<file path="src/rtl/rx_udp.sv">
// Receive-side UDP parser: captures the 8-byte header, forwards payload for the
// configured port, strips trailing padding via the length field, flags truncation.
module rx_udp #(
  parameter int unsigned OCT = 8
) (
  input  logic           RX_CLK,
  input  logic           rst,
  input  logic [15:0]    port_num,
  input  logic           rx_data_udp,
  input  logic [OCT-1:0] rx_data,
  output logic [15:0]    rx_src_port,
  output logic [15:0]    rx_dst_port,
  output logic [15:0]    rx_udp_len,
  output logic [15:0]    rx_udp_checksum,
  output logic           rx_udp_payload_valid,
  output logic [OCT-1:0] rx_udp_payload,
  output logic           rx_udp_done,
  output logic           rx_udp_err
);

  localparam int unsigned FW      = 16;
  localparam logic [FW-1:0] HDR_LEN = FW'(8);

  typedef enum logic [2:0] {
    S_SRC_PORT, S_DST_PORT, S_LEN, S_CSUM, S_PAYLOAD, S_TRAIL, S_DROP
  } state_t;

  state_t          state_q, state_d;
  logic            cnt_q, cnt_d;
  logic            match_q, match_d;
  logic [FW-1:0]   remain_q, remain_d;
  logic [FW-1:0]   src_q, src_d, dst_q, dst_d, len_q, len_d, csum_q, csum_d;
  logic [OCT-1:0]  payload_q, payload_d;
  logic            valid_q, valid_d, done_q, done_d, err_q, err_d;
  logic [FW-1:0]   dst_full;

  assign dst_full = FW'({dst_q[7:0], rx_data});

  always_ff @(posedge RX_CLK) begin
    if (rst) begin
      state_q   <= S_SRC_PORT;
      cnt_q     <= 1'b0;
      match_q   <= 1'b0;
      remain_q  <= '0;
      src_q     <= '0;
      dst_q     <= '0;
      len_q     <= '0;
      csum_q    <= '0;
      payload_q <= '0;
      valid_q   <= 1'b0;
      done_q    <= 1'b0;
      err_q     <= 1'b0;
    end else begin
      state_q   <= state_d;
      cnt_q     <= cnt_d;
      match_q   <= match_d;
      remain_q  <= remain_d;
      src_q     <= src_d;
      dst_q     <= dst_d;
      len_q     <= len_d;
      csum_q    <= csum_d;
      payload_q <= payload_d;
      valid_q   <= valid_d;
      done_q    <= done_d;
      err_q     <= err_d;
    end
  end

  always_comb begin
    state_d   = state_q;
    cnt_d     = cnt_q;
    match_d   = match_q;
    remain_d  = remain_q;
    src_d     = src_q;
    dst_d     = dst_q;
    len_d     = len_q;
    csum_d    = csum_q;
    payload_d = payload_q;
    valid_d   = 1'b0;
    done_d    = 1'b0;
    err_d     = 1'b0;

    if (!rx_data_udp) begin
      // End of the IPv4 payload: anything short of a complete header/payload is truncation
      state_d = S_SRC_PORT;
      cnt_d   = 1'b0;
      match_d = 1'b0;
      case (state_q)
        S_SRC_PORT:                          err_d = cnt_q;
        S_DST_PORT, S_LEN, S_CSUM, S_PAYLOAD: err_d = 1'b1;
        default:                             err_d = 1'b0;
      endcase
    end else begin
      case (state_q)
        S_SRC_PORT: begin
          src_d = FW'({src_q[7:0], rx_data});
          cnt_d = ~cnt_q;
          if (cnt_q) state_d = S_DST_PORT;
        end
        S_DST_PORT: begin
          dst_d = dst_full;
          cnt_d = ~cnt_q;
          if (cnt_q) begin
            match_d = (dst_full == port_num);
            state_d = S_LEN;
          end
        end
        S_LEN: begin
          len_d = FW'({len_q[7:0], rx_data});
          cnt_d = ~cnt_q;
          if (cnt_q) state_d = S_CSUM;
        end
        S_CSUM: begin
          csum_d = FW'({csum_q[7:0], rx_data});
          cnt_d  = ~cnt_q;
          if (cnt_q) begin
            if (len_q < HDR_LEN) begin
              err_d   = 1'b1;
              state_d = S_DROP;
            end else if (!match_q) begin
              state_d = S_DROP;
            end else if (len_q == HDR_LEN) begin
              done_d  = 1'b1;
              state_d = S_TRAIL;
            end else begin
              remain_d = len_q - HDR_LEN;
              state_d  = S_PAYLOAD;
            end
          end
        end
        S_PAYLOAD: begin
          payload_d = rx_data;
          valid_d   = 1'b1;
          remain_d  = remain_q - FW'(1);
          if (remain_q == FW'(1)) begin
            done_d  = 1'b1;
            state_d = S_TRAIL;
          end
        end
        default: state_d = state_q;
      endcase
    end
  end

  assign rx_src_port          = src_q;
  assign rx_dst_port          = dst_q;
  assign rx_udp_len           = len_q;
  assign rx_udp_checksum      = csum_q;
  assign rx_udp_payload_valid = valid_q;
  assign rx_udp_payload       = payload_q;
  assign rx_udp_done          = done_q;
  assign rx_udp_err           = err_q;

endmodule

</file>
<file path="config.mk">
export PLATFORM = sky130hd
export DESIGN_NAME = rx_udp
export DESIGN_NICKNAME = d
export VERILOG_FILES = /design/src/rtl/rx_udp.sv
export SDC_FILE = /design/constraint.sdc
export NUM_CORES = 1
export LEC_CHECK = 0
export CAP_MARGIN = 0
export CORE_MARGIN = 5
export CORE_UTILIZATION = 54
export DETAILED_ROUTE_END_ITERATION = 8
export PLACE_DENSITY = 0.86
export SYNTH_ARGS = -nofsm -noshare
export SYNTH_HDL_FRONTEND = slang
export SYNTH_SLANG_ARGS = --single-unit
</file>
<file path="constraint.sdc">
create_clock -name RX_CLK -period 3 [get_ports RX_CLK]
set_clock_uncertainty 0.15 [all_clocks]
set_input_delay 0.45 -clock RX_CLK [delete_from_list [all_inputs] [get_ports RX_CLK]]
set_output_delay 0.45 -clock RX_CLK [all_outputs]
set_load 0.01 [all_outputs]
</file>
==> results.toml <==
[run_status]
status = "complete, no violations"

[clock_tree]
max-clock-path-buffers = 2
cts-root-buf = "sky130_fd_sc_hd__clkbuf_8"
insertion_delay_ns = 0.37
cts_setup_buffers = 0
cts_sinks = 96
h-tree-depth = 3
ctsHoldBuffers = 0
cts_tree = "done"
cts.repair.resized = 0
cts_made_buffers = 9
clk_transition_reported_paths_ns = 0.10

[yosys]
synth_enable_flop_cells = 0
synth-main-ff-cell = "sky130_fd_sc_hd__dfxtp_1"
mappedNetlistArea_sq_mm = 0.00435
synthCells = 564
yosysSeqAreaShare_pct = 44.1
synth_top_cell_area_share_pct = 44.1
postSynthNetCount = 594
synth.area.top_cells = "sky130_fd_sc_hd__dfxtp_1 44%, sky130_fd_sc_hd__nand2_1 14%, sky130_fd_sc_hd__a21oi_1 11%"
largest_area_contributor_in_the_netlist = "sky130_fd_sc_hd__dfxtp_1"
synth_seq_cells = 96
synth.lib_cells_used.distinct = 55
synthArstFlopShare_pct = 0
post_synth.cell_area_avg_sq_um = 7.72
yosys_warnings = 0

[cells_and_area]
layout-area-overhead-vs-synth_pct = 28.3
fill_cells = 607
register_area_sq_mm = 0.00192
finalNetCount = 680
layout.cells.most_common_list = "164 x sky130_fd_sc_hd__nand2_1, 100 x sky130_fd_sc_hd__clkdlybuf4s50_1, 98 x sky130_fd_sc_hd__a21oi_1"
fin_cells = 757
post_route_cells_drive_above_1_share_pct = 6.26
num_antenna_cells = 0
area_occupied_by_multi_input_gates_sq_mm = 0.00225
most_common_library_cell_in_the_layout_ignoring_fill_and_taps = "sky130_fd_sc_hd__nand2_1"

[floorplan]
die_w_um = 99.8
die_height_um = 99.8
top_level_ports = 102
design.die.area_sq_mm = 0.00996
start_util_pct = 55.8
coreArea_sq_mm = 0.00781
row_count = 32

[global_routing]
global_route.usage.total_pct = 24.3
grt_pass1_wl_um = 19700
vias_in_the_first_global_route = 4097
pin_count_of_the_biggest_net_entering_global_routing = 37
gr-total-overflow = 0
antenna_found_initial = 0

[drt]
detail-route-antenna-nets = 0
detailedRoute.firstPassIterationCount = 5
routed-via-count = 4323
avgRoutedWirePerCell_um = 16.2
wl_um = 12200
drt_first_iter_violations = 307
post-route-drc-count = 0
vias_per_cell = 5.71

[placed_design]
placed_cells_incl_taps = 741
placement.io_buffers = 101
detailed_place_hpwl_um = 8610
gp_routability_congestion = 0.945

[power]
pwr-share-clk_pct = 36.7
ir_drop_mv = 0.413
netSwitchingFraction_pct = 26.0
intPower_mw = 1.71
switchingPower_uw = 600
power_density_mw_per_mm2 = 413
p_comb_share_pct = 7.0
power_frac_seq_pct = 56.3
leakage_power_nw = 1.90

[worst_setup_path]
worstPathRequired_ns = 3.08
critPathArrivalTime_ns = 2.47
worst-r2r-cell-count = 8
cp-start-kind = "register"
critical-path-slowest-cell = "sky130_fd_sc_hd__or3b_2"
crit_fanout = 6
critical_path.endpoint_type = "register"
crit_path_max_incr_delay_ns = 0.51
worstPathCellList = "inv_1 > ha_1 > or3b_2 > nor2_1 > nand2b_1 > xnor2_1 > o211ai_1 > a21oi_1"
path_class = "reg -> reg"

[timing]
fin_setup_tns_ns = 0
worst_pin_slew_ns = 0.674
final.period_utilization_pct = 79.5
grt_setup_unrepaired = "false"
layout_min_cycle_time_ns = 2.38
slew_headroom_pct = 55.0
slew_violations = 0
fmax_ghz = 0.419
finalHoldViolCount = 0
final-setup-viol-count = 0

[hold_path]
worst_hold_path.num_cells = 2
min_path_type = "reg -> reg"

[job]
max_cap_viol_count = 0
[kinds of logic after synthesis]
group / Yosys count / synth area share, %
DFF: 96 / 44.1
and+or+nand+nor: 253 / 26.3
adders and majority gates: 3 / 0.862
buffers and inverters: 40 / 4.17
AOI/OAI and AO/OA: 146 / 19.3
xor gates and xnor gates: 26 / 5.23
[worst paths after layout]
path                                 startpoint         endpoint  slack [ns]
worst max-delay path                remain_q[0]     remain_q[12]        0.62
worst min-delay path            rx_src_port[10]  rx_src_port[10]        0.31
worst max register to register      remain_q[0]     remain_q[12]        0.62
worst min register to register  rx_src_port[10]  rx_src_port[10]        0.31
[critical path: cells and delay by family (launching register included)]
family          cells  cell delay [ns]
fa+ha+maj           1             0.23
buf+inv             1             0.11
flops               1             0.35
simple gates        3             1.02
compound gates      2             0.25
xor+xnor            1             0.15
[final cells by class]
| cell class | instances | area share (%) |
|---|---|---|
| clock buffers | 10 | 2.46 |
| clock inverters | 6 | 1.03 |
| inverters | 5 | 0.336 |
| multi-input cells | 428 | 40.3 |
| flip-flops and latches | 96 | 34.4 |
| well taps | 102 | 2.28 |
| repair buffers | 110 | 19.2 |
[stage by stage]
| step | utilization (%) | instance area, sq um | hold slack (ns) | total power, mW | setup slack, ns |
|---|---|---|---|---|---|
| 2_1_floorplan | - | 4350 | 0.298 | 1.40 | 0.896 |
| 3_3_place_gp | 69.1 | 5390 | 0.291 | 1.48 | 0.529 |
| 3_5_place_dp | 69.1 | 5390 | 0.295 | 1.49 | 0.402 |
| 4_1_cts | 71.6 | 5590 | 0.310 | 2.31 | 0.648 |
| 5_1_grt | 71.6 | 5590 | 0.334 | 2.39 | 0.408 |
| 6_report | 71.6 | 5590 | 0.308 | 2.31 | 0.615 |
[flip-flops by register name, indices dropped and copies added (netlist names), 3 cells and up]
register and count:
remain_q 16, rx_dst_port 16, rx_src_port 16, rx_udp_checksum 16
rx_udp_len 16, rx_udp_payload 8, state_q 3
[metal layers]
metal  global-route usage (%)  part of all wire [%]  wire length [um]  vias to the layer above
met5                        0                     0                 0                        -
met4                     9.66                   2.6               322                        0
met3                     4.86                   6.7               815                       25
met2                     40.3                    50              6070                      183
met1                     31.0                    41              5030                     2031
li1                         -                     -                 -                     2084
[power by group through the flow]
stage          clock (mW)  combinational (mW)  sequential (mW)
2_1_floorplan           0              0.0644             1.33
3_3_place_gp            0               0.154             1.33
3_5_place_dp            0               0.158             1.33
4_1_cts             0.850               0.160             1.30
5_1_grt             0.913               0.172             1.30
6_report            0.847               0.161             1.30
[cells in the mapped netlist, types with 2 or more instances]
master,n
sky130_fd_sc_hd__a21oi_1,98
sky130_fd_sc_hd__and2_1,4
sky130_fd_sc_hd__and3b_1,2
sky130_fd_sc_hd__buf_2,3
sky130_fd_sc_hd__buf_4,2
sky130_fd_sc_hd__buf_6,2
sky130_fd_sc_hd__clkbuf_1,27
sky130_fd_sc_hd__dfxtp_1,96
sky130_fd_sc_hd__ha_1,3
sky130_fd_sc_hd__inv_1,5
sky130_fd_sc_hd__nand2_1,164
sky130_fd_sc_hd__nand2b_1,5
sky130_fd_sc_hd__nand3_1,4
sky130_fd_sc_hd__nand3b_1,3
sky130_fd_sc_hd__nor2_1,20
sky130_fd_sc_hd__nor2b_1,6
sky130_fd_sc_hd__nor3_1,18
sky130_fd_sc_hd__nor4_1,7
sky130_fd_sc_hd__o211ai_1,10
sky130_fd_sc_hd__o21ai_0,13
sky130_fd_sc_hd__o21ai_1,8
sky130_fd_sc_hd__o31ai_1,2
sky130_fd_sc_hd__o41ai_1,2
sky130_fd_sc_hd__or2_2,2
sky130_fd_sc_hd__or3_1,3
sky130_fd_sc_hd__or4_1,2
sky130_fd_sc_hd__xnor2_1,6
sky130_fd_sc_hd__xor2_1,20
Power figures use the tool's default switching activity.
